==> src/rtl/serial_byte_assembler_if.sv <==
// Bundle of serial-input, word-output and status signals for the serial byte assembler.
// The master side drives the serial stream and the downstream ready; the slave side
// is the assembler itself.
interface serial_byte_assembler_if #(
  parameter int WIDTH = 8
);
  logic             bit_in;
  logic             bit_valid;
  logic             sof;
  logic             a_ready;
  logic             clr_ovf;
  logic [WIDTH-1:0] a_out;
  logic             a_valid;
  logic             overflow;
  logic             frame_err;

  modport master (
    output bit_in, bit_valid, sof, a_ready, clr_ovf,
    input  a_out, a_valid, overflow, frame_err
  );

  modport slave (
    input  bit_in, bit_valid, sof, a_ready, clr_ovf,
    output a_out, a_valid, overflow, frame_err
  );
endinterface

==> src/rtl/serial_byte_assembler.sv <==
// Serial byte assembler: deserializes a framed bit stream into WIDTH-bit words and
// presents them on a registered valid/ready output slot. Words that complete while
// the slot is still occupied are dropped and flagged in a sticky overflow bit; a
// start-of-frame arriving mid-word restarts the word and pulses frame_err.
module serial_byte_assembler #(
  parameter int WIDTH     = 8,
  parameter bit LSB_FIRST = 1'b1
) (
  input logic                 clk,
  input logic                 rst_n,
  serial_byte_assembler_if.slave bus
);

  localparam int CNT_W = $clog2(WIDTH);
  localparam logic [CNT_W-1:0] LAST_CNT = CNT_W'(WIDTH - 1);

  typedef enum logic {
    IDLE  = 1'b0,
    SHIFT = 1'b1
  } state_t;

  state_t           state_q, state_d;
  logic [CNT_W-1:0] bit_cnt_q, bit_cnt_d;
  logic [WIDTH-1:0] shift_q, shift_d;
  logic [WIDTH-1:0] a_out_q, a_out_d;
  logic             a_valid_q, a_valid_d;
  logic             overflow_q, overflow_d;
  logic             frame_err_q, frame_err_d;

  logic             complete;
  logic             slot_free;
  logic [CNT_W-1:0] bit_pos;
  logic [CNT_W-1:0] first_pos;

  // Next-state logic: bit capture, word completion, output slot handshake and flags.
  always_comb begin
    state_d     = state_q;
    bit_cnt_d   = bit_cnt_q;
    shift_d     = shift_q;
    a_out_d     = a_out_q;
    a_valid_d   = a_valid_q;
    overflow_d  = overflow_q;
    frame_err_d = 1'b0;
    complete    = 1'b0;

    // Physical bit positions for the current bit and for word bit 0.
    bit_pos   = LSB_FIRST ? bit_cnt_q : (LAST_CNT - bit_cnt_q);
    first_pos = LSB_FIRST ? '0 : LAST_CNT;
    slot_free = !a_valid_q || bus.a_ready;

    if (bus.bit_valid) begin
      unique case (state_q)
        IDLE: begin
          if (bus.sof) begin
            shift_d            = '0;
            shift_d[first_pos] = bus.bit_in;
            bit_cnt_d          = CNT_W'(1);
            state_d            = SHIFT;
          end
        end
        SHIFT: begin
          if (bus.sof) begin
            if (bit_cnt_q != '0) begin
              frame_err_d = 1'b1;
            end
            shift_d            = '0;
            shift_d[first_pos] = bus.bit_in;
            bit_cnt_d          = CNT_W'(1);
          end else begin
            shift_d[bit_pos] = bus.bit_in;
            if (bit_cnt_q == LAST_CNT) begin
              complete  = 1'b1;
              bit_cnt_d = '0;
            end else begin
              bit_cnt_d = bit_cnt_q + CNT_W'(1);
            end
          end
        end
        default: begin
          state_d   = IDLE;
          bit_cnt_d = '0;
        end
      endcase
    end

    if (complete && slot_free) begin
      a_out_d   = shift_d;
      a_valid_d = 1'b1;
    end else if (a_valid_q && bus.a_ready) begin
      a_valid_d = 1'b0;
    end

    if (complete && !slot_free) begin
      overflow_d = 1'b1;
    end else if (bus.clr_ovf) begin
      overflow_d = 1'b0;
    end
  end

  // State and output registers with synchronous active-low reset.
  always_ff @(posedge clk) begin
    if (!rst_n) begin
      state_q     <= IDLE;
      bit_cnt_q   <= '0;
      shift_q     <= '0;
      a_out_q     <= '0;
      a_valid_q   <= 1'b0;
      overflow_q  <= 1'b0;
      frame_err_q <= 1'b0;
    end else begin
      state_q     <= state_d;
      bit_cnt_q   <= bit_cnt_d;
      shift_q     <= shift_d;
      a_out_q     <= a_out_d;
      a_valid_q   <= a_valid_d;
      overflow_q  <= overflow_d;
      frame_err_q <= frame_err_d;
    end
  end

  assign bus.a_out     = a_out_q;
  assign bus.a_valid   = a_valid_q;
  assign bus.overflow  = overflow_q;
  assign bus.frame_err = frame_err_q;

endmodule

==> src/flat_wrapper.sv <==
// flat-port wrapper written by rule: the top's interface ports become plain ports
module serial_byte_assembler_flat 
#(
  parameter int WIDTH     = 8,
  parameter bit LSB_FIRST = 1'b1
)
  (clk, rst_n, bus_bit_in, bus_bit_valid, bus_sof, bus_a_ready, bus_clr_ovf, bus_a_out, bus_a_valid, bus_overflow, bus_frame_err);
  serial_byte_assembler_if #(.WIDTH(WIDTH)) bus_i ();
  input logic clk;
  input logic rst_n;
  input wire logic [$bits(bus_i.bit_in)-1:0] bus_bit_in;
  input wire logic [$bits(bus_i.bit_valid)-1:0] bus_bit_valid;
  input wire logic [$bits(bus_i.sof)-1:0] bus_sof;
  input wire logic [$bits(bus_i.a_ready)-1:0] bus_a_ready;
  input wire logic [$bits(bus_i.clr_ovf)-1:0] bus_clr_ovf;
  output wire logic [$bits(bus_i.a_out)-1:0] bus_a_out;
  output wire logic [$bits(bus_i.a_valid)-1:0] bus_a_valid;
  output wire logic [$bits(bus_i.overflow)-1:0] bus_overflow;
  output wire logic [$bits(bus_i.frame_err)-1:0] bus_frame_err;
  assign bus_i.bit_in = bus_bit_in;
  assign bus_i.bit_valid = bus_bit_valid;
  assign bus_i.sof = bus_sof;
  assign bus_i.a_ready = bus_a_ready;
  assign bus_i.clr_ovf = bus_clr_ovf;
  assign bus_a_out = bus_i.a_out;
  assign bus_a_valid = bus_i.a_valid;
  assign bus_overflow = bus_i.overflow;
  assign bus_frame_err = bus_i.frame_err;
  serial_byte_assembler #(.WIDTH(WIDTH), .LSB_FIRST(LSB_FIRST)) u_core (.clk(clk), .rst_n(rst_n), .bus(bus_i));
endmodule
==> config.mk <==
export PLATFORM = sky130hd
export DESIGN_NAME = serial_byte_assembler_flat
export DESIGN_NICKNAME = d
export VERILOG_FILES = /design/src/rtl/serial_byte_assembler_if.sv /design/src/rtl/serial_byte_assembler.sv /design/src/flat_wrapper.sv
export SDC_FILE = /design/constraint.sdc
export NUM_CORES = 1
export LEC_CHECK = 0
export BUFFER_PORTS_ARGS = -buffer_cell sky130_fd_sc_hd__buf_2
export CAP_MARGIN = 10
export CELL_PAD_IN_SITES_DETAIL_PLACEMENT = 1
export CELL_PAD_IN_SITES_GLOBAL_PLACEMENT = 2
export CORE_ASPECT_RATIO = 0.7
export CORE_MARGIN = 10
export CORE_UTILIZATION = 35
export DETAILED_ROUTE_END_ITERATION = 10
export PLACE_DENSITY = 0.87
export SLEW_MARGIN = 30
export SYNTH_ARGS = -nofsm -noshare
export SYNTH_HDL_FRONTEND = slang
export SYNTH_SLANG_ARGS = --single-unit
==> constraint.sdc <==
create_clock -name clk -period 3.5 [get_ports clk]
set_clock_uncertainty 0.15 [all_clocks]
set_input_delay 0.7 -clock clk [delete_from_list [all_inputs] [get_ports clk]]
set_output_delay 0.7 -clock clk [all_outputs]
set_load 0.1 [all_outputs]
After elaboration in Yosys (flattened, before gate mapping). Cells that the tools add are included.

Flip-flop bits (word level): 23. Output and inout bits: 11. Bits of input ports: 7. Word-level logic and storage cells: 47.

Reductions and logical operators: 12. $add $sub $neg: 1. Mux-type cells: 22. Equality and inequality tests: 2. Magnitude comparators: 2. Bitwise gates (word level): 1.

Operator list (count): 2-to-1 mux 8 bit (3); case mux 8 bit (2 select lines) (1); 2-to-1 mux 1 bit (12); 2-to-1 mux 3 bit (3); bitwise mux 8 bit (1); case mux 3 bit (2 select lines) (1); logical AND 1 bit (4); < comparator 3 x 4 -> 1 bit (second input constant) (1); AND reduction 4 bit (1); nonzero test 2 bit (2); adder 3 x 1 -> 3 bit (second input constant) (1); demux 1 bit (select 3 bit) (1); == test 3 bit (second input constant) (1); >= comparator 3 x 1 -> 1 bit (second input constant) (1); nonzero test 3 bit (1); zero test 1 bit (2); != test 2 bit (second input constant) (1); AND reduction 2 bit (1); logical OR 1 bit (1); inverter 1 bit (1).

Longest topological paths before layout.
Depth in word-level cells: 8. Mapped depth: 7. Mapped depth without buffers: 5.

Worst setup path after synthesis. No wires, ideal clock.

Path kind: register -> register. From: register u_core.a_valid_q, in the netlist u_core.bus.a_valid. To: register u_core.a_out_q[5], in the netlist u_core.bus.a_out[5]. Library setup time: 0.120 ns. Stages on the path, launching flop included: 7. Slack: 1.372 ns. Path buffers: 2. Data required time: 3.230 ns. Clock period less this slack: 2.128 ns. Arrival: 1.858 ns. Cells stage by stage: dfxtp_1 > or2b_2 > and3_4 > buf_6 > buf_12 > o21ai_2 > a21oi_2.

Longest elaborated chain between the ends: 3.

RTL lines: start: declaration (RTL line serial_byte_assembler.sv:26) `logic a_valid_q, a_valid_d;`; start signal: assignment (RTL line serial_byte_assembler.sv:115) `a_valid_q <= a_valid_d;`; zero test 1 bit (RTL line serial_byte_assembler.sv:49) `slot_free = !a_valid_q || bus.a_ready;`; logical OR 1 bit (RTL line serial_byte_assembler.sv:49); logical AND 1 bit (RTL line serial_byte_assembler.sv:86) `if (complete && slot_free) begin`; end signal: assignment (RTL line serial_byte_assembler.sv:114) `a_out_q <= a_out_d;`; end: declaration (RTL line serial_byte_assembler.sv:25) `logic [WIDTH-1:0] a_out_q, a_out_d;`.

No other way between the ends. A chain may end at the register's enable or synchronous reset.

Final worst setup path.
From: register u_core.a_out_q[5], in the netlist u_core.bus.a_out[5]. To: output bus_a_out[5].

RTL lines: end: declaration (RTL line flat_wrapper.sv:16) `output wire logic [$bits(bus_i.a_out)-1:0] bus_a_out;`.

No word-level cell between the ends.

==> results.py <==
metrics = {
    "cells_and_area": {
        "final_cells": 161,
        "nNetsFinal": 136,
        "fin_area_sq_um": 1170,
        "antenna_cells": 0,
        "nFillCells": 345,
        "area_growth_pct": 10.4,
        "drive_gt1_share_pct": 24.8,
        "fin_util_pct": 41.2,
    },
    "sta": {
        "setup_slack_ns": 1.58,
        "finalCritPeriodShare_pct": 55.0,
        "worst_hold_slack_ns": 0.368,
        "final-hold-violation-count": 0,
        "finalSetupTns_ns": 0,
        "rsz0062_at_grt": "false",
        "setup_violations": 0,
        "min_period_ns": 1.92,
        "relSlewSlack_pct": 51.2,
        "worst_pin_slew_ns": 0.724,
        "drv_slew": 0,
        "fmax_mhz": 520,
    },
    "grt": {
        "grt_pass1_vias": 936,
        "grt_overflow": 0,
        "grt_pass1_wl_microns": 4390,
        "grt_antenna_before_repair": 0,
        "grt_max_degree": 24,
        "track_usage_pct": 9.52,
    },
    "critical_path": {
        "critPathKind": "reg -> out",
        "path_max_fanout": 2,
        "crit_path_max_incr_delay_ns": 0.44,
        "path_cells": "buf_2",
        "slowest_stage": "buf_2",
        "start_kind": "flop",
        "endpoint_kind": "output port",
        "crit_family": "buffers and inverters",
        "required_ns": 2.65,
        "crit_arrival_ns": 1.07,
        "cp.buffers_inverters": 1,
    },
    "pwr": {
        "leakage_nw": 0.465,
        "p_sw_share_pct": 22.3,
        "p_int_mw": 0.358,
        "p_clk_share_pct": 35.2,
        "pwr-share-seq_pct": 58.4,
        "ir_worst_vdd_v": 0.000252,
        "p_total_mw": 0.460,
        "switchingPower_mw": 0.102,
        "powerDensity_nw_per_um2": 393,
        "pwr-share-comb_pct": 6.4,
    },
    "synthesis": {
        "synthFlopType": "dfxtp_1",
        "ys_warn_count": 0,
        "seq_area_frac_synth_pct": 43.3,
        "synth_area_sq_um": 1060,
        "synth-seq-cells": 23,
        "synthCells": 112,
        "ys_types": 37,
        "syn_area_per_cell_sq_um": 9.48,
        "synth-async-reset-ratio_pct": 0,
        "synth_edf_count": 0,
        "syn-num-nets": 122,
    },
    "floorplan": {
        "coreArea_sq_um": 2840,
        "chipWidth_microns": 85.8,
        "die_h_microns": 66.1,
        "dieArea_sq_um": 5670,
        "num_io_pins": 18,
        "start_util_pct": 37.4,
        "num_rows": 16,
    },
    "routing": {
        "drc": 0,
        "wl_met2_microns": 1180,
        "ant_nets": 0,
        "routed.top_layer": "met4",
        "avgViaCountPerCell": 5.31,
        "wl_per_cell_microns": 15.7,
        "firstDrtPassIters": 4,
        "wl_met1_microns": 1130,
        "vias": 855,
        "wirelength_microns": 2530,
        "drt-initial-drc-count": 37,
        "met3_length_microns": 196,
    },
    "cts": {
        "postCtsSetupRepairBufs": 0,
        "cts_tree": "done",
        "h-tree-depth": 1,
        "root_buffer": "clkbuf_8",
        "clk_latency_ns": 0.26,
        "cts_resized": 0,
        "numCtsBuffers": 3,
        "path_clk_slew_ns": 0.08,
        "cts-hold-fix-buffers": 0,
        "cts_sinks": 23,
        "cts_buffer_depth": 2,
    },
    "placed_design": {
        "placed_area_sq_um": 1130,
        "port_buffers": 17,
        "dp_hpwl_microns": 1880,
        "place_ws_ns": 1.38,
        "dp.cells": 157,
        "gp_congestion": 0.753,
    },
    "job": {
        "drv_cap": 0,
    },
    "hold_path": {
        "hp-class": "reg -> reg",
    },
    "status": {
        "status": "finished, final reports clean",
    },
}
## final timing paths
kind | start | end | slack (ns) | cells past startpoint
worst max-delay path | u_core.bus.a_out[5]$_SDFFE_PN0P_ | bus_a_out[5] | 1.58 | 1
worst max register to register | u_core.bit_cnt_q[1]$_SDFFE_PN0P_ | u_core.bus.a_out[1]$_SDFFE_PN0P_ | 1.71 | 5
worst min register to register | u_core.shift_q[3]$_SDFF_PN0_ | u_core.shift_q[3]$_SDFF_PN0_ | 0.37 | 2
worst min-delay path | u_core.shift_q[3]$_SDFF_PN0_ | u_core.shift_q[3]$_SDFF_PN0_ | 0.37 | 2
## cell type report
type	count	area [sq um]	share of cell area, %
Sequential cell	23	460	39.3
Inverter	4	15.0	1.28
Tap cell	36	45.0	3.84
Timing Repair Buffer	17	85.1	7.26
Clock buffer	4	45.0	3.84
Multi-Input combinational cell	77	522	44.5
## cells in the mapped netlist (all sizes together) (2+ instances only)
cell,number,area share (%)
and2b,2,1.4
inv,4,1.4
buf,6,5.4
a31oi,3,1.8
nor2b,10,5.9
nor2,3,1.1
nand3b,2,1.4
a21boi,2,1.4
and3,2,1.8
o21ai,14,7.3
nor3b,2,1.4
a22oi,2,1.4
a21o,2,1.6
ha,3,3.5
dfxtp,23,43
and3b,2,1.6
clkbuf,2,0.71
a21oi,14,7.3
## metal layers
layer  GRT usage [%]  vias to the layer above
li1                -                      424
met1            10.9                      407
met2            15.9                       20
met5               0                        -
met4            1.43                        0
met3            4.80                        4
## registers in the layout, summed over array words and instances (netlist names)
register,flops
u_core.bus.a_out,8
u_core.bus.a_valid,1
u_core.bus.frame_err,1
u_core.shift_q,8
u_core.bit_cnt_q,3
u_core.bus.overflow,1
u_core.state_q,1
## layout by cell type (no fill, tap or decap), types with 3 or more instances in the layout
cell type / count
a21oi_1: 12
buf_2: 17
nor2b_1: 10
ha_1: 3
a31oi_1: 3
nor2_1: 3
clkbuf_8: 3
dfxtp_1: 23
inv_1: 4
o21ai_0: 12
## worst reg2reg max path, delay by kind of cell, from the launching register on
| kind | cells | cell delay, ns |
|---|---|---|
| AOI/OAI and AO/OA | 2 | 0.26 |
| and+or+nand+nor | 1 | 0.32 |
| adders and majority gates | 2 | 0.43 |
| DFF | 1 | 0.56 |
## kinds of logic after synthesis
group / synth area share [%]
AO/OA/AOI/OAI: 24.0
adder cells (fa/ha/maj): 3.53
buffers and inverters: 7.54
flip-flops: 43.3
multiplexers: 0.942
AND/OR/NAND/NOR: 20.6
## power groups by stage
| stage | logic, mW | clock network (mW) | registers [mW] |
|---|---|---|---|
| 6_report | 0.0294 | 0.162 | 0.269 |
| 3_3_place_gp | 0.0281 | 0 | 0.275 |
| 2_1_floorplan | 0.0216 | 0 | 0.272 |
| 4_1_cts | 0.0297 | 0.167 | 0.269 |
| 5_1_grt | 0.0335 | 0.180 | 0.270 |
| 3_5_place_dp | 0.0294 | 0 | 0.275 |
Note: power is estimated with default switching activity, not from simulation.
